`config.mk`:
```
export PLATFORM = sky130hd
export DESIGN_NAME = if_stage_flat
export DESIGN_NICKNAME = d
export VERILOG_FILES = /design/src/rtl/if_stage_if.sv /design/src/rtl/if_stage.sv /design/src/flat_wrapper.sv
export SDC_FILE = /design/constraint.sdc
export NUM_CORES = 1
export LEC_CHECK = 0
export ABC_AREA = 1
export BUFFER_PORTS_ARGS = -buffer_cell sky130_fd_sc_hd__buf_2
export CORE_UTILIZATION = 31
export DETAILED_ROUTE_END_ITERATION = 12
export GPL_ROUTABILITY_DRIVEN = 1
export PLACE_DENSITY = 0.65
export SYNTH_ARGS = -nofsm -noshare
export SYNTH_HDL_FRONTEND = slang
export SYNTH_SLANG_ARGS = --single-unit
```
`constraint.sdc`:
```
create_clock -name clk -period 1.6 [get_ports clk]
set_input_delay 0.24 -clock clk [delete_from_list [all_inputs] [get_ports clk]]
set_output_delay 0.24 -clock clk [all_outputs]
set_load 0.05 [all_outputs]
```
`src/rtl/if_stage_if.sv`:
```
// Instruction-memory read port of the fetch stage.
//   o_Mem_Req         request, held until accepted
//   o_Mem_Addr        read address, held until accepted
//   i_Mem_Ready       memory accepts the request this cycle
//   i_Mem_Rdata_Valid read data returned this cycle
//   i_Mem_Rdata       returned instruction word
// master = fetch stage, slave = instruction memory.
interface if_stage_if #(
    parameter int DATA_WIDTH = 32
);
    logic                  o_Mem_Req;
    logic [DATA_WIDTH-1:0] o_Mem_Addr;
    logic                  i_Mem_Ready;
    logic                  i_Mem_Rdata_Valid;
    logic [DATA_WIDTH-1:0] i_Mem_Rdata;

    modport master (
        output o_Mem_Req,
        output o_Mem_Addr,
        input  i_Mem_Ready,
        input  i_Mem_Rdata_Valid,
        input  i_Mem_Rdata
    );

    modport slave (
        input  o_Mem_Req,
        input  o_Mem_Addr,
        output i_Mem_Ready,
        output i_Mem_Rdata_Valid,
        output i_Mem_Rdata
    );
endinterface

```
`src/rtl/if_stage.sv`:
```
// Instruction-fetch stage. Owns the PC, keeps at most one instruction-memory
// read outstanding, and presents {PC+4, instruction} to the IF/ID register.
// A taken branch redirects the PC and squashes any read still in flight.
//   clk, reset        core clock, synchronous active-high reset
//   i_Freeze          IF/ID will not capture this cycle
//   i_Branch_Taken    redirect fetch to i_Branch_Address
//   mem               instruction-memory read port (if_stage_if.master)
//   o_Pc              PC+4 of the delivered instruction, 0 when not valid
//   o_Instruction     delivered instruction, 0 when not valid
//   o_Valid           o_Instruction is a real fetched instruction
//
// state | meaning
// REQ   | request at pc_q on the bus, waiting for acceptance
// WAIT  | read accepted, waiting for data
// HOLD  | data received under freeze, presented from the hold buffer
// DROP  | read owed by memory was squashed by a branch, discard its data
module if_stage #(
    parameter int                    DATA_WIDTH = 32,
    parameter logic [DATA_WIDTH-1:0] RESET_PC   = '0
) (
    input  logic                  clk,
    input  logic                  reset,
    input  logic                  i_Freeze,
    input  logic                  i_Branch_Taken,
    input  logic [DATA_WIDTH-1:0] i_Branch_Address,
    if_stage_if.master            mem,
    output logic [DATA_WIDTH-1:0] o_Pc,
    output logic [DATA_WIDTH-1:0] o_Instruction,
    output logic                  o_Valid
);

    localparam logic [DATA_WIDTH-1:0] PC_STEP = DATA_WIDTH'(4);

    typedef enum logic [1:0] {
        REQ  = 2'd0,
        WAIT = 2'd1,
        HOLD = 2'd2,
        DROP = 2'd3
    } state_t;

    state_t                state_q, state_d;
    logic [DATA_WIDTH-1:0] pc_q, pc_d;
    logic [DATA_WIDTH-1:0] hold_q, hold_d;
    logic [DATA_WIDTH-1:0] pc_next;
    logic                  read_owed;

    assign pc_next = pc_q + PC_STEP;

    always_ff @(posedge clk) begin
        if (reset) begin
            state_q <= REQ;
            pc_q    <= RESET_PC;
            hold_q  <= '0;
        end else begin
            state_q <= state_d;
            pc_q    <= pc_d;
            hold_q  <= hold_d;
        end
    end

    always_comb begin
        state_d        = state_q;
        pc_d           = pc_q;
        hold_d         = hold_q;
        mem.o_Mem_Req  = 1'b0;
        mem.o_Mem_Addr = pc_q;
        o_Valid        = 1'b0;
        o_Pc           = '0;
        o_Instruction  = '0;
        read_owed      = 1'b0;

        unique case (state_q)
            REQ: begin
                mem.o_Mem_Req = 1'b1;
                read_owed     = mem.i_Mem_Ready;
                if (mem.i_Mem_Ready) begin
                    state_d = WAIT;
                end
            end
            WAIT: begin
                read_owed = ~mem.i_Mem_Rdata_Valid;
                if (mem.i_Mem_Rdata_Valid) begin
                    o_Valid       = 1'b1;
                    o_Instruction = mem.i_Mem_Rdata;
                    o_Pc          = pc_next;
                    if (i_Freeze) begin
                        hold_d  = mem.i_Mem_Rdata;
                        state_d = HOLD;
                    end else begin
                        pc_d    = pc_next;
                        state_d = REQ;
                    end
                end
            end
            HOLD: begin
                o_Valid       = 1'b1;
                o_Instruction = hold_q;
                o_Pc          = pc_next;
                if (!i_Freeze) begin
                    pc_d    = pc_next;
                    state_d = REQ;
                end
            end
            DROP: begin
                read_owed = ~mem.i_Mem_Rdata_Valid;
                if (mem.i_Mem_Rdata_Valid) begin
                    state_d = REQ;
                end
            end
            default: begin
                state_d = REQ;
            end
        endcase

        // A redirect wins over delivery and freeze. The request stays on the
        // bus this cycle, so an acceptance still leaves a read owed.
        if (i_Branch_Taken) begin
            o_Valid       = 1'b0;
            o_Pc          = '0;
            o_Instruction = '0;
            hold_d        = hold_q;
            pc_d          = i_Branch_Address;
            state_d       = read_owed ? DROP : REQ;
        end
    end

endmodule

```
`src/flat_wrapper.sv`:
```
// flat-port wrapper written by rule: the top's interface ports become plain ports
module if_stage_flat 
#(
    parameter int                    DATA_WIDTH = 32,
    parameter logic [DATA_WIDTH-1:0] RESET_PC   = '0
)
  (clk, reset, i_Freeze, i_Branch_Taken, i_Branch_Address, o_Pc, o_Instruction, o_Valid, mem_o_Mem_Req, mem_o_Mem_Addr, mem_i_Mem_Ready, mem_i_Mem_Rdata_Valid, mem_i_Mem_Rdata);
  if_stage_if #(.DATA_WIDTH(DATA_WIDTH)) mem_i ();
  input  logic clk;
  input  logic reset;
  input  logic i_Freeze;
  input  logic i_Branch_Taken;
  input  logic [DATA_WIDTH-1:0] i_Branch_Address;
  output logic [DATA_WIDTH-1:0] o_Pc;
  output logic [DATA_WIDTH-1:0] o_Instruction;
  output logic o_Valid;
  output wire logic [$bits(mem_i.o_Mem_Req)-1:0] mem_o_Mem_Req;
  output wire logic [$bits(mem_i.o_Mem_Addr)-1:0] mem_o_Mem_Addr;
  input wire logic [$bits(mem_i.i_Mem_Ready)-1:0] mem_i_Mem_Ready;
  input wire logic [$bits(mem_i.i_Mem_Rdata_Valid)-1:0] mem_i_Mem_Rdata_Valid;
  input wire logic [$bits(mem_i.i_Mem_Rdata)-1:0] mem_i_Mem_Rdata;
  assign mem_o_Mem_Req = mem_i.o_Mem_Req;
  assign mem_o_Mem_Addr = mem_i.o_Mem_Addr;
  assign mem_i.i_Mem_Ready = mem_i_Mem_Ready;
  assign mem_i.i_Mem_Rdata_Valid = mem_i_Mem_Rdata_Valid;
  assign mem_i.i_Mem_Rdata = mem_i_Mem_Rdata;
  if_stage #(.DATA_WIDTH(DATA_WIDTH), .RESET_PC(RESET_PC)) u_core (.clk(clk), .reset(reset), .i_Freeze(i_Freeze), .i_Branch_Taken(i_Branch_Taken), .i_Branch_Address(i_Branch_Address), .mem(mem_i), .o_Pc(o_Pc), .o_Instruction(o_Instruction), .o_Valid(o_Valid));
endmodule
```
==> run metrics <==
status=finished, violations left; violated checks=negative setup slack; worst flop-to-flop path endpoint=u_core.mem.o_Mem_Addr[11]; post-route clock period utilization=130.6%; I/O pin cnt=168; worst reg2reg path depth=11; worst path cell trace=ha_4 -> nand2_4 -> inv_2 -> nand3_4 -> nor2_4 -> nor2_1 -> nor2_1 -> nand2_2 -> nor2_4 -> buf_6; number of remaining DRC errors=0; setup slack on the worst flop-to-flop path=-310 ps; last weighted congestion value of the routability-driven placer=0.8833; DRT antenna net count=0; core outline area=0.01272 mm2; die outline area=0.01359 mm2; Tmin final=2090 ps; final wirelength=18530 um; area share of xor/xnor cells in the synthesized design=0.8610%; largest family of logic cells by synthesized area=simple AND/OR/NAND/NOR gates; maximum fanout encountered on the critical timing path=4; initial antenna violation count=1; proportion of synthesized area in mux cells=0%; MaxCap Viol Count=0; proportion of synthesized chip area in sequential cells=32.47%; number of standard cells after synthesis=681; number of global-route vias before repair=5566; simple-gate share of the synthesized area=36.56%; endpoint type of the worst setup path=output port; final setup slack of the worst path=-490.2 ps; leading cell type in the layout, fill and taps excluded=nand2_1; Min-Delay Path Class=input pin to flip-flop; data arrival time at the worst-slack endpoint=1850 ps; largest net degree at the start of global routing=35; Clock Pin Slew Worst Setup and Hold Paths=60 ps; ratio of cells with drive above 1 in the final layout=60.96%; estimated wirelength of the detail-placed design=11100 um; total via count in the routed design=5680; Final TNS setup=-29860 ps; LEAKAGE=0.003521 uW; Worst Hold Launch=i_Branch_Address[0]; post-route core utilization=69.95%; number of distinct library cells after synthesis=26; YS warnings=0; antenna diode count=0; Adder-Cell Fraction of Synth Area=1.845%; Std-Cell Rows=41; most used cells in the layout excluding fill and tap cells=168 x nand2_1, 102 x buf_2, 93 x buf_4; share of the synthesized area in compound gates (AO/OA/AOI/OAI)=20.42%; flops & latches, synth=66; maximum cell stage delay along the critical path=370 ps; initial standard-cell utilization of the core=31.98%; Max clock buf depth=2; post-synthesis net count=757; Routed wire per std cell=16.32 um; CTS tree=built; H-tree levels=3; library cell with the largest summed area after synthesis=dfxtp_1; number of endpoints with negative hold slack in the final report=0; TritonCTS Sinks=66; cell family with most CP delay=simple AND/OR/NAND/NOR gates; end point of the most critical hold path=u_core.mem.o_Mem_Addr[0]; top cell type's share of synthesized area=32.47%; First DRT Iteration DRCs=255; number of buffers added on ports=167; combined global-route utilization of all metal layers=25.89%; worst hold path cell count=3; data required time of the worst path=1360 ps; vertical die dimension=116.6 um; Final Setup Violations=97; clock network latency to the later pin of the worst-skew pair=330 ps; syn_area_per_cell=5.975 um2; count of buffer and inverter cells on the critical path=2; worst-case clock skew=11.39 ps; area added between synthesis and finish=118.7%; global-route wire length before repair=27150 um; source of the critical timing path=u_core.mem.o_Mem_Addr[3]; crit path kind=flip-flop to output port; cell area after synthesis=0.004069 mm2; Final Net Count=1034; final number of max-transition violations=0; maximum clock frequency=478.4 MHz; crit path max-delay cell type=dfxtp_4; power per cell area=879.9 mW/mm2; cells taking the most area after synthesis=dfxtp_1 32%, nand2_1 20%, a21oi_1 15%; Worst Max-Slew Pin Slew=546.1 ps; normalized max-slew margin=63.21%; Vias per Instance=5.004; CTS Root Buffer Type=clkbuf_16; instance area at placement=0.006673 mm2; Setup crit start kind=flip-flop; Non-Filler Cell Area, Final=0.008900 mm2; highest ir drop seen on vdd=0.4829 mV; DR pass1 iterations=4; total congestion overflow after global routing=0; startpoint of the worst-slack reg-to-reg timing path=u_core.state_q[1]; die width=116.6 um; number of buffers created by CTS=9; RSZ-0062 raised after global routing=yes; Overall Power=7831 uW
## worst min-delay path, delay by kind of cell
family / cells / cell delay [ps]
AO/OA/AOI/OAI: 1 / 50
buffers and inverters: 1 / 100
AND/OR/NAND/NOR: 1 / 60
## synthesized netlist by cell type
master and n:
or2_2 3, nand3_1 33, nand2_1 218, and2_1 2
inv_1 33, nor2_2 4, or2_0 1, buf_6 1
xor2_1 2, o21ai_0 31, or2_1 1, inv_2 4
a21oi_1 121, ha_1 6, nor2_4 5, o21bai_1 1
dfxtp_1 66, o31ai_1 1, nor3_1 4, xnor2_1 2
clkbuf_1 19, o21ai_1 11, nand2_2 4, nor2_1 89
buf_2 18, buf_4 1
## layer usage
layer,global-route usage [%],share of wire (%),up-vias
li1,-,-,2766
met1,28.08,38,2694
met2,49.55,54,191
met3,6.124,6.3,27
met4,7.511,1.6,2
met5,0,0.043,-
## through the flow
stage | setup WS [ps] | hold slack, ps | cells
after global routing | -566.4 | 168.3 | 1135
final | -490.2 | 167.4 | 1135
after global placement | -205.3 | 448.4 | 1082
after CTS | -464.6 | 137.6 | 1134
after floorplan | -253.6 | 374.9 | 681
after detailed placement | -213.8 | 455.9 | 1082
## state kept, by name, indices dropped and copies added (netlist names)
register,count
u_core.hold_q,32
u_core.mem.o_Mem_Addr,32
u_core.state_q,2
## area by class of cell
class,instances,area [um2]
multi-input combinational,539,3909
clock inverter,3,43.79
tap,172,215.2
sequential,66,1398
clock buffer,13,271.5
fill,964,3822
timing repair buffer,305,2892
inverter,37,171.4
## what timing repair did
| item | CTS | global route |
|---|---|---|
| hold buffers | 0 | 0 |
| gates resized for setup | 277 | 139 |
| gates cloned | 12 | 0 |
| pin swaps | 57 | 48 |
| setup endpoints to repair | 87 | 129 |
| setup buffers | 25 | 8 |
## power by group
| group | internal [uW] | total, uW | switching [uW] |
|---|---|---|---|
| sequential | 1820 | 1960 | 143 |
| clock | 1350 | 2120 | 774 |
| combinational | 1560 | 3750 | 2180 |
| total | 4730 | 7830 | 3100 |
## worst max path at each step
| stage | to | slack, ps | cells after the start |
|---|---|---|---|
| CTS | o_Pc[26] | -460 | 10 |
| global placement | o_Pc[27] | -210 | 9 |
| floorplan | o_Pc[10] | -250 | 7 |
| detailed placement | o_Pc[27] | -210 | 9 |
| finish | o_Pc[16] | -490 | 10 |
| global route | o_Pc[18] | -570 | 10 |
## cells by family (layout without fill, tap and decap cells)
kind of cell / after synthesis / in the layout
buf+inv: 76 / 358
xor+xnor: 4 / 4
flops: 66 / 66
fa+ha+maj: 6 / 6
simple gates: 364 / 364
compound gates: 165 / 165
No activity file was read; power rests on OpenSTA's default activity.
